<file path="src/rtl/catch_pkg.sv">
// catch_pkg: shared types and helpers for the catchable playfield item.
//   state_e      - item lifecycle states (encoding is visible on state_out)
//   delta_t      - signed per-step (dx,dy) for one claw direction
//   dir_delta()  - direction index -> per-step delta; unknown codes give (0,0)
//   sprite_addr()- row-major sprite ROM address of (x,y) relative to a box origin
//   in_box()     - inclusive bounding-box test, evaluated without 10-bit wrap
package catch_pkg;
  localparam int COORD_W   = 10;
  localparam int DIR_COUNT = 11;
  localparam int ADDR_W    = 19;

  typedef enum logic [2:0] {
    ST_IDLE      = 3'd0,
    ST_HOOKED    = 3'd1,
    ST_COLLECTED = 3'd2,
    ST_DESTROYED = 3'd3
  } state_e;

  typedef struct packed {
    logic signed [3:0] dx;
    logic signed [3:0] dy;
  } delta_t;

  function automatic delta_t dir_delta(input logic [3:0] dir);
    delta_t d;
    d = '0;
    if (dir < 4'(DIR_COUNT)) begin
      case (dir)
        4'd0:    d = '{ 4'sd6,  4'sd0};
        4'd1:    d = '{ 4'sd6, -4'sd1};
        4'd2:    d = '{ 4'sd5, -4'sd2};
        4'd3:    d = '{ 4'sd4, -4'sd3};
        4'd4:    d = '{ 4'sd2, -4'sd4};
        4'd5:    d = '{ 4'sd0, -4'sd6};
        4'd6:    d = '{-4'sd2, -4'sd4};
        4'd7:    d = '{-4'sd4, -4'sd3};
        4'd8:    d = '{-4'sd5, -4'sd2};
        4'd9:    d = '{-4'sd6, -4'sd1};
        default: d = '{-4'sd6,  4'sd0};
      endcase
    end
    return d;
  endfunction

  function automatic logic [ADDR_W-1:0] sprite_addr(
    input logic [COORD_W-1:0] x, y, px, py, input int w);
    logic [ADDR_W-1:0] dx, dy;
    dx = {9'b0, x} - {9'b0, px};
    dy = {9'b0, y} - {9'b0, py};
    return dy * ADDR_W'(w) + dx;
  endfunction

  // Extended to 11 bits so pos+size-1 near 1023 does not wrap to a tiny box.
  function automatic logic in_box(
    input logic [COORD_W-1:0] x, y, px, py, input int w, input int h);
    logic [COORD_W:0] xe, ye, pxe, pye;
    xe  = {1'b0, x};
    ye  = {1'b0, y};
    pxe = {1'b0, px};
    pye = {1'b0, py};
    return (xe >= pxe) && (xe <= pxe + 11'(w - 1)) &&
           (ye >= pye) && (ye <= pye + 11'(h - 1));
  endfunction
endpackage

</file>
<file path="src/rtl/catch_item_if.sv">
// catch_item_if: claw-side bus of one catchable item, packed per claw
// (claw 0 in the LSBs).
//   master = claw/ROM side: drives tails, direction, idle, explode, ROM result
//   slave  = item side: drives the tail ROM addresses and the hooked one-hot
interface catch_item_if #(parameter int NUM_CLAWS = 2);
  logic [NUM_CLAWS*10-1:0] tail_x;
  logic [NUM_CLAWS*10-1:0] tail_y;
  logic [NUM_CLAWS*4-1:0]  claw_dir;
  logic [NUM_CLAWS-1:0]    claw_idle;
  logic [NUM_CLAWS-1:0]    explode;
  logic [NUM_CLAWS*19-1:0] tail_addr;
  logic [NUM_CLAWS-1:0]    tail_opaque;
  logic [NUM_CLAWS-1:0]    hooked;

  modport master (output tail_x, tail_y, claw_dir, claw_idle, explode, tail_opaque,
                  input  tail_addr, hooked);
  modport slave  (input  tail_x, tail_y, claw_dir, claw_idle, explode, tail_opaque,
                  output tail_addr, hooked);
endinterface

</file>
<file path="src/rtl/catch_hit_pipe.sv">
// catch_hit_pipe: one claw's tail-contact pipeline.
//   Clk, clr_i            - clock, synchronous clear (reset | new_game)
//   tail_x_i/tail_y_i     - claw tail position, registered first
//   pos_x_i/pos_y_i       - current item top-left
//   tail_addr_o           - sprite ROM address of the registered tail
//   tail_opaque_i         - ROM answer, one cycle after tail_addr_o
//   hit_o                 - registered box test AND ROM opacity
module catch_hit_pipe import catch_pkg::*; #(
  parameter int ITEM_W = 20,
  parameter int ITEM_H = 20
) (
  input  logic               Clk,
  input  logic               clr_i,
  input  logic [COORD_W-1:0] tail_x_i,
  input  logic [COORD_W-1:0] tail_y_i,
  input  logic [COORD_W-1:0] pos_x_i,
  input  logic [COORD_W-1:0] pos_y_i,
  input  logic               tail_opaque_i,
  output logic [ADDR_W-1:0]  tail_addr_o,
  output logic               hit_o
);
  logic [COORD_W-1:0] tx_q, ty_q;
  logic               box_q;

  always_ff @(posedge Clk) begin
    if (clr_i) begin
      tx_q  <= '0;
      ty_q  <= '0;
      box_q <= 1'b0;
    end else begin
      tx_q  <= tail_x_i;
      ty_q  <= tail_y_i;
      box_q <= in_box(tx_q, ty_q, pos_x_i, pos_y_i, ITEM_W, ITEM_H);
    end
  end

  // box_q and the ROM answer both refer to the address issued last cycle.
  assign tail_addr_o = sprite_addr(tx_q, ty_q, pos_x_i, pos_y_i, ITEM_W);
  assign hit_o       = box_q & tail_opaque_i;
endmodule

</file>
<file path="src/rtl/catch_item.sv">
// catch_item: catchable playfield object (gold/diamond/rock).
//   Clk, reset, new_game  - clock, synchronous active-high reset / re-arm
//   origin_x/y, weight    - spawn point, speed divisor (0 acts as 1)
//   value                 - score on collection
//   DrawX/DrawY, pix_addr, is_item - VGA-side sprite lookup
//   claw                  - per-claw tails, directions, events, hooked one-hot
//   collected/destroyed   - one-cycle terminal pulses; score_out with collected
//   gone, state_out       - terminal level, FSM state
module catch_item import catch_pkg::*; #(
  parameter int                      NUM_CLAWS = 2,
  parameter int                      ITEM_W    = 20,
  parameter int                      ITEM_H    = 20,
  parameter int                      TICK_DIV  = 2000000,
  parameter int                      ARRIVE_R2 = 40,
  parameter logic [NUM_CLAWS*10-1:0] HOME_X    = {10'd130, 10'd430},
  parameter logic [NUM_CLAWS*10-1:0] HOME_Y    = {10'd70, 10'd70}
) (
  input  logic               Clk,
  input  logic               reset,
  input  logic               new_game,
  input  logic [COORD_W-1:0] origin_x,
  input  logic [COORD_W-1:0] origin_y,
  input  logic [2:0]         weight,
  input  logic [7:0]         value,
  input  logic [COORD_W-1:0] DrawX,
  input  logic [COORD_W-1:0] DrawY,
  catch_item_if.slave        claw,
  output logic [ADDR_W-1:0]  pix_addr,
  output logic               is_item,
  output logic               collected,
  output logic               destroyed,
  output logic [7:0]         score_out,
  output logic               gone,
  output logic [2:0]         state_out
);
  localparam int KW = (NUM_CLAWS > 1) ? $clog2(NUM_CLAWS) : 1;
  localparam int TW = $clog2(TICK_DIV * 7 + 1);

  state_e         state_q, state_d;
  logic [KW-1:0]  k_q, k_d;
  logic [9:0]     s_q, s_d;
  logic [TW-1:0]  tick_q, tick_d, lim_q, lim_d, lim_new;
  logic           col_q, col_d, des_q, des_d;
  logic [7:0]     score_q, score_d;

  logic               clr;
  logic [NUM_CLAWS-1:0] hit;
  logic [3:0]         dir_a [NUM_CLAWS];
  logic [9:0]         hx_a  [NUM_CLAWS];
  logic [9:0]         hy_a  [NUM_CLAWS];
  logic               any_hit;
  logic [KW-1:0]      hit_idx;
  logic [COORD_W-1:0] pos_x, pos_y, mx, my;
  delta_t             dd;
  logic [2:0]         wt;
  logic signed [10:0] ex, ey;
  logic signed [21:0] exw, eyw;
  logic [21:0]        d2;
  logic               arrive;

  assign clr = reset | new_game;

  for (genvar g = 0; g < NUM_CLAWS; g++) begin : g_claw
    assign dir_a[g] = claw.claw_dir[g*4 +: 4];
    assign hx_a[g]  = HOME_X[g*10 +: 10];
    assign hy_a[g]  = HOME_Y[g*10 +: 10];
    catch_hit_pipe #(.ITEM_W(ITEM_W), .ITEM_H(ITEM_H)) u_pipe (
      .Clk          (Clk),
      .clr_i        (clr),
      .tail_x_i     (claw.tail_x[g*10 +: 10]),
      .tail_y_i     (claw.tail_y[g*10 +: 10]),
      .pos_x_i      (pos_x),
      .pos_y_i      (pos_y),
      .tail_opaque_i(claw.tail_opaque[g]),
      .tail_addr_o  (claw.tail_addr[g*19 +: 19]),
      .hit_o        (hit[g])
    );
  end

  // Lowest-index hitting claw wins.
  always_comb begin
    any_hit = 1'b0;
    hit_idx = '0;
    for (int i = NUM_CLAWS - 1; i >= 0; i--) begin
      if (hit[i]) begin
        any_hit = 1'b1;
        hit_idx = KW'(i);
      end
    end
  end

  // Position is origin + delta*s; low 10 bits of the sign-extended product
  // give the required mod-1024 wrap. s_q is 0 outside a drag.
  assign dd    = dir_delta(dir_a[k_q]);
  assign mx    = 10'($signed(dd.dx) * $signed({1'b0, s_q}));
  assign my    = 10'($signed(dd.dy) * $signed({1'b0, s_q}));
  assign pos_x = origin_x + mx;
  assign pos_y = origin_y + my;

  assign ex     = $signed({1'b0, pos_x}) - $signed({1'b0, hx_a[k_q]});
  assign ey     = $signed({1'b0, pos_y}) - $signed({1'b0, hy_a[k_q]});
  assign exw    = {{11{ex[10]}}, ex};
  assign eyw    = {{11{ey[10]}}, ey};
  assign d2     = 22'(exw * exw) + 22'(eyw * eyw);
  assign arrive = (d2 <= 22'(ARRIVE_R2));

  assign wt      = (weight == 3'd0) ? 3'd1 : weight;
  assign lim_new = TW'(TICK_DIV * int'(wt) - 1);

  always_ff @(posedge Clk) begin
    if (clr) begin
      state_q <= ST_IDLE;
      k_q     <= '0;
      s_q     <= '0;
      tick_q  <= '0;
      lim_q   <= '0;
      col_q   <= 1'b0;
      des_q   <= 1'b0;
      score_q <= '0;
    end else begin
      state_q <= state_d;
      k_q     <= k_d;
      s_q     <= s_d;
      tick_q  <= tick_d;
      lim_q   <= lim_d;
      col_q   <= col_d;
      des_q   <= des_d;
      score_q <= score_d;
    end
  end

  always_comb begin
    state_d = state_q;
    k_d     = k_q;
    s_d     = s_q;
    tick_d  = tick_q;
    lim_d   = lim_q;
    col_d   = 1'b0;
    des_d   = 1'b0;
    score_d = '0;
    case (state_q)
      ST_IDLE: begin
        if (any_hit) begin
          state_d = ST_HOOKED;
          k_d     = hit_idx;
          s_d     = '0;
          tick_d  = '0;
          lim_d   = lim_new;
        end
      end
      ST_HOOKED: begin
        // The period length is latched at each wrap so a weight change
        // only affects the following period.
        if (tick_q == lim_q) begin
          tick_d = '0;
          lim_d  = lim_new;
          if (s_q != 10'd1023) s_d = s_q + 10'd1;
        end else begin
          tick_d = tick_q + TW'(1);
        end
        if (claw.explode[k_q]) begin
          state_d = ST_DESTROYED;
          des_d   = 1'b1;
        end else if (claw.claw_idle[k_q] || arrive) begin
          state_d = ST_COLLECTED;
          col_d   = 1'b1;
          score_d = value;
        end
      end
      default: ;
    endcase
  end

  assign claw.hooked = (state_q == ST_HOOKED) ? (NUM_CLAWS'(1) << k_q) : '0;
  assign collected   = col_q;
  assign destroyed   = des_q;
  assign score_out   = score_q;
  assign gone        = (state_q == ST_COLLECTED) || (state_q == ST_DESTROYED);
  assign state_out   = state_q;
  assign pix_addr    = sprite_addr(DrawX, DrawY, pos_x, pos_y, ITEM_W);
  assign is_item     = !gone && in_box(DrawX, DrawY, pos_x, pos_y, ITEM_W, ITEM_H);
endmodule

</file>
<file path="src/flat_wrapper.sv">
// flat-port wrapper written by rule: the top's interface ports become plain ports
module catch_item_flat import catch_pkg::*;
#(
  parameter int                      NUM_CLAWS = 2,
  parameter int                      ITEM_W    = 20,
  parameter int                      ITEM_H    = 20,
  parameter int                      TICK_DIV  = 2000000,
  parameter int                      ARRIVE_R2 = 40,
  parameter logic [NUM_CLAWS*10-1:0] HOME_X    = {10'd130, 10'd430},
  parameter logic [NUM_CLAWS*10-1:0] HOME_Y    = {10'd70, 10'd70}
)
  (Clk, reset, new_game, origin_x, origin_y, weight, value, DrawX, DrawY, pix_addr, is_item, collected, destroyed, score_out, gone, state_out, claw_tail_x, claw_tail_y, claw_claw_dir, claw_claw_idle, claw_explode, claw_tail_opaque, claw_tail_addr, claw_hooked);
  catch_item_if #(.NUM_CLAWS(NUM_CLAWS)) claw_i ();
  input  logic Clk;
  input  logic reset;
  input  logic new_game;
  input  logic [COORD_W-1:0] origin_x;
  input  logic [COORD_W-1:0] origin_y;
  input  logic [2:0] weight;
  input  logic [7:0] value;
  input  logic [COORD_W-1:0] DrawX;
  input  logic [COORD_W-1:0] DrawY;
  output logic [ADDR_W-1:0] pix_addr;
  output logic is_item;
  output logic collected;
  output logic destroyed;
  output logic [7:0] score_out;
  output logic gone;
  output logic [2:0] state_out;
  input wire logic [$bits(claw_i.tail_x)-1:0] claw_tail_x;
  input wire logic [$bits(claw_i.tail_y)-1:0] claw_tail_y;
  input wire logic [$bits(claw_i.claw_dir)-1:0] claw_claw_dir;
  input wire logic [$bits(claw_i.claw_idle)-1:0] claw_claw_idle;
  input wire logic [$bits(claw_i.explode)-1:0] claw_explode;
  input wire logic [$bits(claw_i.tail_opaque)-1:0] claw_tail_opaque;
  output wire logic [$bits(claw_i.tail_addr)-1:0] claw_tail_addr;
  output wire logic [$bits(claw_i.hooked)-1:0] claw_hooked;
  assign claw_i.tail_x = claw_tail_x;
  assign claw_i.tail_y = claw_tail_y;
  assign claw_i.claw_dir = claw_claw_dir;
  assign claw_i.claw_idle = claw_claw_idle;
  assign claw_i.explode = claw_explode;
  assign claw_i.tail_opaque = claw_tail_opaque;
  assign claw_tail_addr = claw_i.tail_addr;
  assign claw_hooked = claw_i.hooked;
  catch_item #(.NUM_CLAWS(NUM_CLAWS), .ITEM_W(ITEM_W), .ITEM_H(ITEM_H), .TICK_DIV(TICK_DIV), .ARRIVE_R2(ARRIVE_R2), .HOME_X(HOME_X), .HOME_Y(HOME_Y)) u_core (.Clk(Clk), .reset(reset), .new_game(new_game), .origin_x(origin_x), .origin_y(origin_y), .weight(weight), .value(value), .DrawX(DrawX), .DrawY(DrawY), .claw(claw_i), .pix_addr(pix_addr), .is_item(is_item), .collected(collected), .destroyed(destroyed), .score_out(score_out), .gone(gone), .state_out(state_out));
endmodule
</file>
<file path="config.mk">
export PLATFORM = sky130hd
export DESIGN_NAME = catch_item_flat
export DESIGN_NICKNAME = d
export VERILOG_FILES = /design/src/rtl/catch_pkg.sv /design/src/rtl/catch_item_if.sv /design/src/rtl/catch_hit_pipe.sv /design/src/rtl/catch_item.sv /design/src/flat_wrapper.sv
export SDC_FILE = /design/constraint.sdc
export NUM_CORES = 1
export LEC_CHECK = 0
export BUFFER_PORTS_ARGS = -buffer_cell sky130_fd_sc_hd__buf_4
export CAP_MARGIN = 20
export CORE_ASPECT_RATIO = 2
export CORE_MARGIN = 4
export CORE_UTILIZATION = 50
export CTS_CLUSTER_DIAMETER = 100
export CTS_CLUSTER_SIZE = 8
export DETAILED_ROUTE_END_ITERATION = 16
export PLACE_DENSITY_LB_ADDON = 0.25
export SYNTH_ARGS = -nofsm -noshare
export SYNTH_HDL_FRONTEND = slang
export SYNTH_HIERARCHICAL = 1
export SYNTH_SLANG_ARGS = --single-unit
</file>
<file path="constraint.sdc">
create_clock -name Clk -period 13.6 [get_ports Clk]
set_input_delay 1.36 -clock Clk [delete_from_list [all_inputs] [get_ports Clk]]
set_output_delay 1.36 -clock Clk [all_outputs]
set_load 0.02 [all_outputs]
</file>
==> results of run 1 <==
cells in the mapped netlist (all sizes together), types with 12 or more instances:
master  instances  area (µm²)
a211oi         29         230
a21o           45         338
a21oi         155         802
a31oi          16         113
and2           61         382
and3           14        87.6
clkbuf         38         143
dfxtp         106        2120
fa            294        5890
ha            380        4750
inv           495        1860
mux2i          18         188
nand2         175         657
nand2b         32         200
nand3          49         245
nand4          37         231
nor2          239         897
nor2b          83         534
nor3           51         287
nor3b          13        97.6
nor4           12        75.1
o21a           31         233
o21ai         114         601
o21bai         18         135
or2            13        81.3
or3            19         119
xnor2         197        1740
xor2           56         505
worst paths after layout:
kind / slack [ns] / start / cells past startpoint / to
setup / recovery: 0.56 / claw_claw_dir[0] / 46 / u_core/score_out[6]
hold / removal: 0.50 / u_core/lim_q[7] / 2 / u_core/lim_q[7]
setup reg to reg: 0.90 / u_core/k_q / 44 / u_core/score_out[6]
hold reg to reg: 0.50 / u_core/lim_q[7] / 2 / u_core/lim_q[7]
worst reg2reg max path: cells and delay by family, from the launching register on:
family | cells | cell delay [ns]
AOI/OAI and AO/OA | 11 | 1.90
xor gates and xnor gates | 3 | 0.74
adders and majority gates | 12 | 5.65
buffers and inverters | 11 | 1.45
DFF | 1 | 0.50
muxes | 1 | 0.47
and+or+nand+nor | 6 | 1.92
state kept, by name, indices dropped and copies added (netlist names):
name	cells
u_core/destroyed	1
u_core/g_claw.u_pipe/box_q	2
u_core/g_claw.u_pipe/ty_q	20
u_core/score_out	8
u_core/state_out	2
u_core/tick_q	24
u_core/k_q	1
u_core/s_q	10
u_core/collected	1
u_core/g_claw.u_pipe/tx_q	20
u_core/lim_q	17
kinds of logic after synthesis:
family                     count (synthesis)  synth area share (%)
AOI/OAI and AO/OA                        499                  13.2
xor gates and xnor gates                 255                  9.26
adders and majority gates                674                  42.9
buffers and inverters                    549                  8.41
DFF                                      106                  8.56
muxes                                     21                 0.894
other                                      1                0.0151
and+or+nand+nor                          825                  16.7
final cells by class:
type	instances	area [µm²]	area share, %
Multi-Input combinational cell	2276	20600	74.6
Clock buffer	9	225	0.813
Antenna cell	3	7.51	0.0271
Sequential cell	106	2120	7.66
Clock inverter	7	91.3	0.330
Inverter	501	1890	6.82
Tap cell	643	805	2.91
Timing Repair Buffer	251	1910	6.89
through the flow:
stage / hold WS [ns] / utilization (%) / instances / instance area, µm²
3_5_place_dp: 0.493 / 55.3 / 3757 / 27100
2_1_floorplan: 0.444 / - / 2930 / 24800
6_report: 0.500 / 56.4 / 3796 / 27700
5_1_grt: 0.529 / 56.4 / 3796 / 27700
4_1_cts: 0.504 / 55.9 / 3773 / 27400
3_3_place_gp: 0.481 / 55.3 / 3757 / 27100
routing by layer:
layer | wire length [µm] | up-vias | share of wire [%]
met5 | 0 | - | 0
met4 | 7740 | 0 | 10
met3 | 3220 | 291 | 4.3
met2 | 40100 | 610 | 53
met1 | 24700 | 10300 | 33
li1 | - | 10100 | -
repair_timing:
action | CTS | global route
setup buffers | 0 | 18
endpoints found under the hold margin | 0 | 0
setup endpoints to repair | 0 | 11
gates resized for setup | 0 | 17
==> key figures, run 1 <==
Clock tree
  • CTS Hold Bufs: 0
  • CTS tree: done
  • Clk sink count: about 110
  • Num CTS Buffers: 9
  • Bufs on Longest Clock Path: 2
  • Clock root buffer: clkbuf_16
  • # H-tree levels: 3
  • Clk slew on worst S/H paths: 0.08 ns
  • Clk Latency, worst-skew pair: 0.41 ns

Logic synthesis
  • Sequential-to-total area share from yosys stat: 8.56%
  • Syn_nets: 3712
  • Number of synthesized flops with an enable pin: 0
  • Synth Area per Inst: 8.46 µm²
  • Async set or reset register ratio after synthesis: 0%
  • Prevailing post-synth register cell: dfxtp_1
  • Distinct cells, synth: between 80 and 90
  • Synthesized flop and latch total: roughly 110
  • Ys Warns: 6
  • Netlist Area Pre-Place: between 20000 and 25000 µm²
  • Post-Synthesis Cells: 2930

Critical path
  • Worst Path Arrival: 13.38 ns
  • Delay of the slowest critical-path stage: 0.61 ns
  • Worst-path fanout max: 16
  • CP endpoint kind: register
  • CP startpoint kind: input port
  • Buf/Inv on CP: 12
  • CP most frequent cell: fa_1
  • Cell family with most CP delay: adder cells
  • Critical-path cell with the highest stage delay: fa_1
  • Critical Path RT: 13.94 ns
  • Critical path class: in -> reg

Routing
  • Remaining antenna violation count after routing: 0
  • DR WL/cell: 20.0 µm
  • Routed vias/inst: 5.61
  • DR vias: 21300
  • Initial DRC Count: 921
  • DR pass1 iterations: 7
  • Residual DRC: 0
  • Drt total wl: 75700 µm

Placement
  • RD Place Congestion: 0.967
  • PortBufs: 180
  • Final HPWL DP: 65500 µm
  • Pre-CTS WS: -0.297 ns

STA
  • F_max: 76.7 MHz
  • Hold Violations, Final: 0
  • RSZ-0062 raised after global routing: false
  • Minimum clock period after layout: approximately 13 ns
  • Worst slew pin tran: 1.01 ns
  • Final WS setup: roughly 0.56 ns
  • Pins Over Slew Limit: 0
  • Final TNS setup: 0 ns
  • Slew HR: approximately 32%
  • Final period util: 95.9%
  • Setup Skew: 0.0284 ns
  • Final setup viols: 0

Global route
  • Routing usage on met3: 4.04%
  • GR Util met1: 27.2%
  • First-pass GRT wire length: roughly 120000 µm
  • Gr ovfl total: 0
  • Largest net degree at the start of global routing: 47
  • Vias in the first global route: 23100
  • Antenna violations before repair: 3
  • Total GRT Usage: 28.8%
  • Met2 Use GR: 53.3%
  • Most used routing layer in global routing: met2

Die
  • Placeable core area: 49100 µm²
  • Row cnt: 115
  • Die width: 165 µm
  • Die Area: 53400 µm²
  • Die Y: 323 µm
  • Initial Util: 50.5%
  • Io pins: 182

Min path
  • HP Class: reg -> reg

Final layout
  • Layout Area Growth over Synthesis: 11.8%
  • Number of fill cells: 4606
  • Fin nets: 3927
  • Most common cell after layout, fill and taps aside: inv_1
  • Most frequent cells in the layout: inv_1 (493), ha_1 (379), fa_1 (293)
  • Share of layout cells above drive strength 1: 10.9%

Outcome
  • Status: finished clean

Run
  • Max-Cap Viols: 0
Power of run 1 is not shown: default switching activity piles up to over one toggle a cycle in this logic, so the estimate is an artifact.
==> run 2: changes to the inputs <==
clock period = 15.25 ns   (was 13.6 ns; I/O delays follow)
==> run 2 against run 1 <==
- design area shrank 1.4%
- die area is the same
- hold slack lost 0.020 ns
- final cell count shrank 1.0%
- flip-flop and latch count is the same
- via count shrank 0.79%
- register-to-register slack gained 0.66 ns
- clock-buffer cell count is the same
- first-iteration DRC count is the same
- sequential share of layout area grew 0.11 points
- critical path type unchanged
- critical endpoint is now u_core/score_out[0]
- largest cell class unchanged
- highest routed layer is now met5
==> key figures, run 2 (synthesis results as in run 1) <==
Outcome
  • Status: finished clean

Critical path
  • Worst Path Arrival: about 15 ns
  • CP startpoint kind: input port
  • Worst-path fanout max: 11
  • Delay of the slowest critical-path stage: roughly 0.59 ns
  • Critical-path cell with the highest stage delay: fa_1
  • Critical Path RT: about 16 ns
  • CP most frequent cell: fa_1
  • CP endpoint kind: register
  • Critical path class: in -> reg

Routing
  • Remaining antenna violation count after routing: 0
  • Drt total wl: 74900 µm
  • Residual DRC: 0
  • DR WL/cell: 19.9 µm
  • Initial DRC Count: 921
  • DR vias: 21100
  • Routed vias/inst: 5.62
  • DR pass1 iterations: 8

Global route
  • Vias in the first global route: approximately 23000
  • Total GRT Usage: 28.4%
  • Gr ovfl total: 0
  • Largest net degree at the start of global routing: 47
  • Antenna violations before repair: 2
  • First-pass GRT wire length: 117000 µm

Die
  • Die Y: 323 µm
  • Die Area: 53400 µm²
  • Placeable core area: 49100 µm²
  • Initial Util: 50.5%
  • Row cnt: 115
  • Die width: 165 µm
  • Io pins: 182

Clock tree
  • Clk Latency, worst-skew pair: 0.39 ns
  • Num CTS Buffers: 9
  • # H-tree levels: 3
  • Clk slew on worst S/H paths: 0.08 ns
  • Post-CTS sizing: 0
  • Setup bufs post-CTS: 0
  • Clk sink count: ~110
  • Clock root buffer: clkbuf_16
  • CTS Hold Bufs: 0
  • CTS tree: done
  • Bufs on Longest Clock Path: 2

Placement
  • RD Place Congestion: 0.988
  • Final HPWL DP: ~64000 µm
  • PortBufs: 180

Final layout
  • Share of layout cells above drive strength 1: 9.38%
  • Most frequent cells in the layout: inv_1 (493), ha_1 (380), fa_1 (294)
  • Biggest regs: u_core/tick_q: 24 flops, u_core/g_claw.u_pipe/tx_q: 20 flops, u_core/g_claw.u_pipe/ty_q: 20 flops
  • Layout Area Growth over Synthesis: 10.2%
  • Area occupied by multi-input gates: about 20000 µm²
  • Register area: 2120 µm²
  • Largest Register: u_core/tick_q
  • Number of fill cells: 4629
  • Largest register FFs: 24
  • Most common cell after layout, fill and taps aside: inv_1
  • Fin nets: 3890

Min path
  • HP Class: reg -> reg

STA
  • Final TNS setup: 0 ns
  • Hold Violations, Final: 0
  • Pins Over Slew Limit: 0
  • Worst slew pin tran: 1.03 ns
  • Minimum clock period after layout: about 14 ns
  • Final setup viols: 0
  • Final period util: 94.0%
  • RSZ-0062 raised after global routing: false
  • Slew HR: 31.2%
  • Setup Skew: 0.0182 ns
  • F_max: 69.8 MHz

Run
  • Max-Cap Viols: 0
==> run 2: metrics by stage <==
stage / setup WS, ns / utilization, % / instances / instance area, µm² / hold slack (ns)
final: 0.915 / 55.6 / 3757 / 27300 / 0.480
after global placement: 0.985 / 55.0 / 3740 / 27000 / 0.470
after floorplan: 1.91 / - / 2930 / 24800 / 0.444
after CTS: 0.989 / 55.6 / 3756 / 27300 / 0.481
after detailed placement: 0.598 / 55.0 / 3740 / 27000 / 0.471
after global routing: 0.257 / 55.6 / 3757 / 27300 / 0.542
==> run 2: cell type report <==
cell class	instances	area share, %
antenna	1	0.00917
clock buffer	9	0.825
clock inverter	7	0.275
inverter	501	6.89
multi-input combinational	2275	75.4
sequential	106	7.77
tap	643	2.95
timing repair buffer	215	5.91
==> run 2: path summary, 6_finish.rpt <==
check | slack [ns] | endpoint | from | depth (start not counted)
worst max-delay path | 0.92 | u_core/score_out[0] | claw_claw_dir[4] | 43
worst min-delay path | 0.48 | u_core/lim_q[7] | u_core/lim_q[7] | 2
worst max register to register | 1.56 | u_core/score_out[0] | u_core/k_q | 42
worst min register to register | 0.48 | u_core/lim_q[7] | u_core/lim_q[7] | 2
==> run 2: routing by layer <==
metal / share of wire, % / wire (µm) / vias up / global-route usage [%]
li1: - / - / 10000 / -
met1: 33 / 24400 / 10200 / 26.8
met2: 53 / 39400 / 651 / 52.5
met3: 4.9 / 3680 / 272 / 5.02
met4: 9.9 / 7430 / 2 / 22.9
met5: 0.019 / 14 / - / 0
==> run 2: critical path, delay by kind of cell <==
family                   cells  cell delay (ns)
adder cells (fa/ha/maj)     13             6.21
AND/OR/NAND/NOR              9             2.58
AO/OA/AOI/OAI                9             2.29
buffers and inverters       10             1.02
XOR/XNOR                     1             0.58
multiplexers                 1             0.43
Power of run 2 is left out for the same reason.
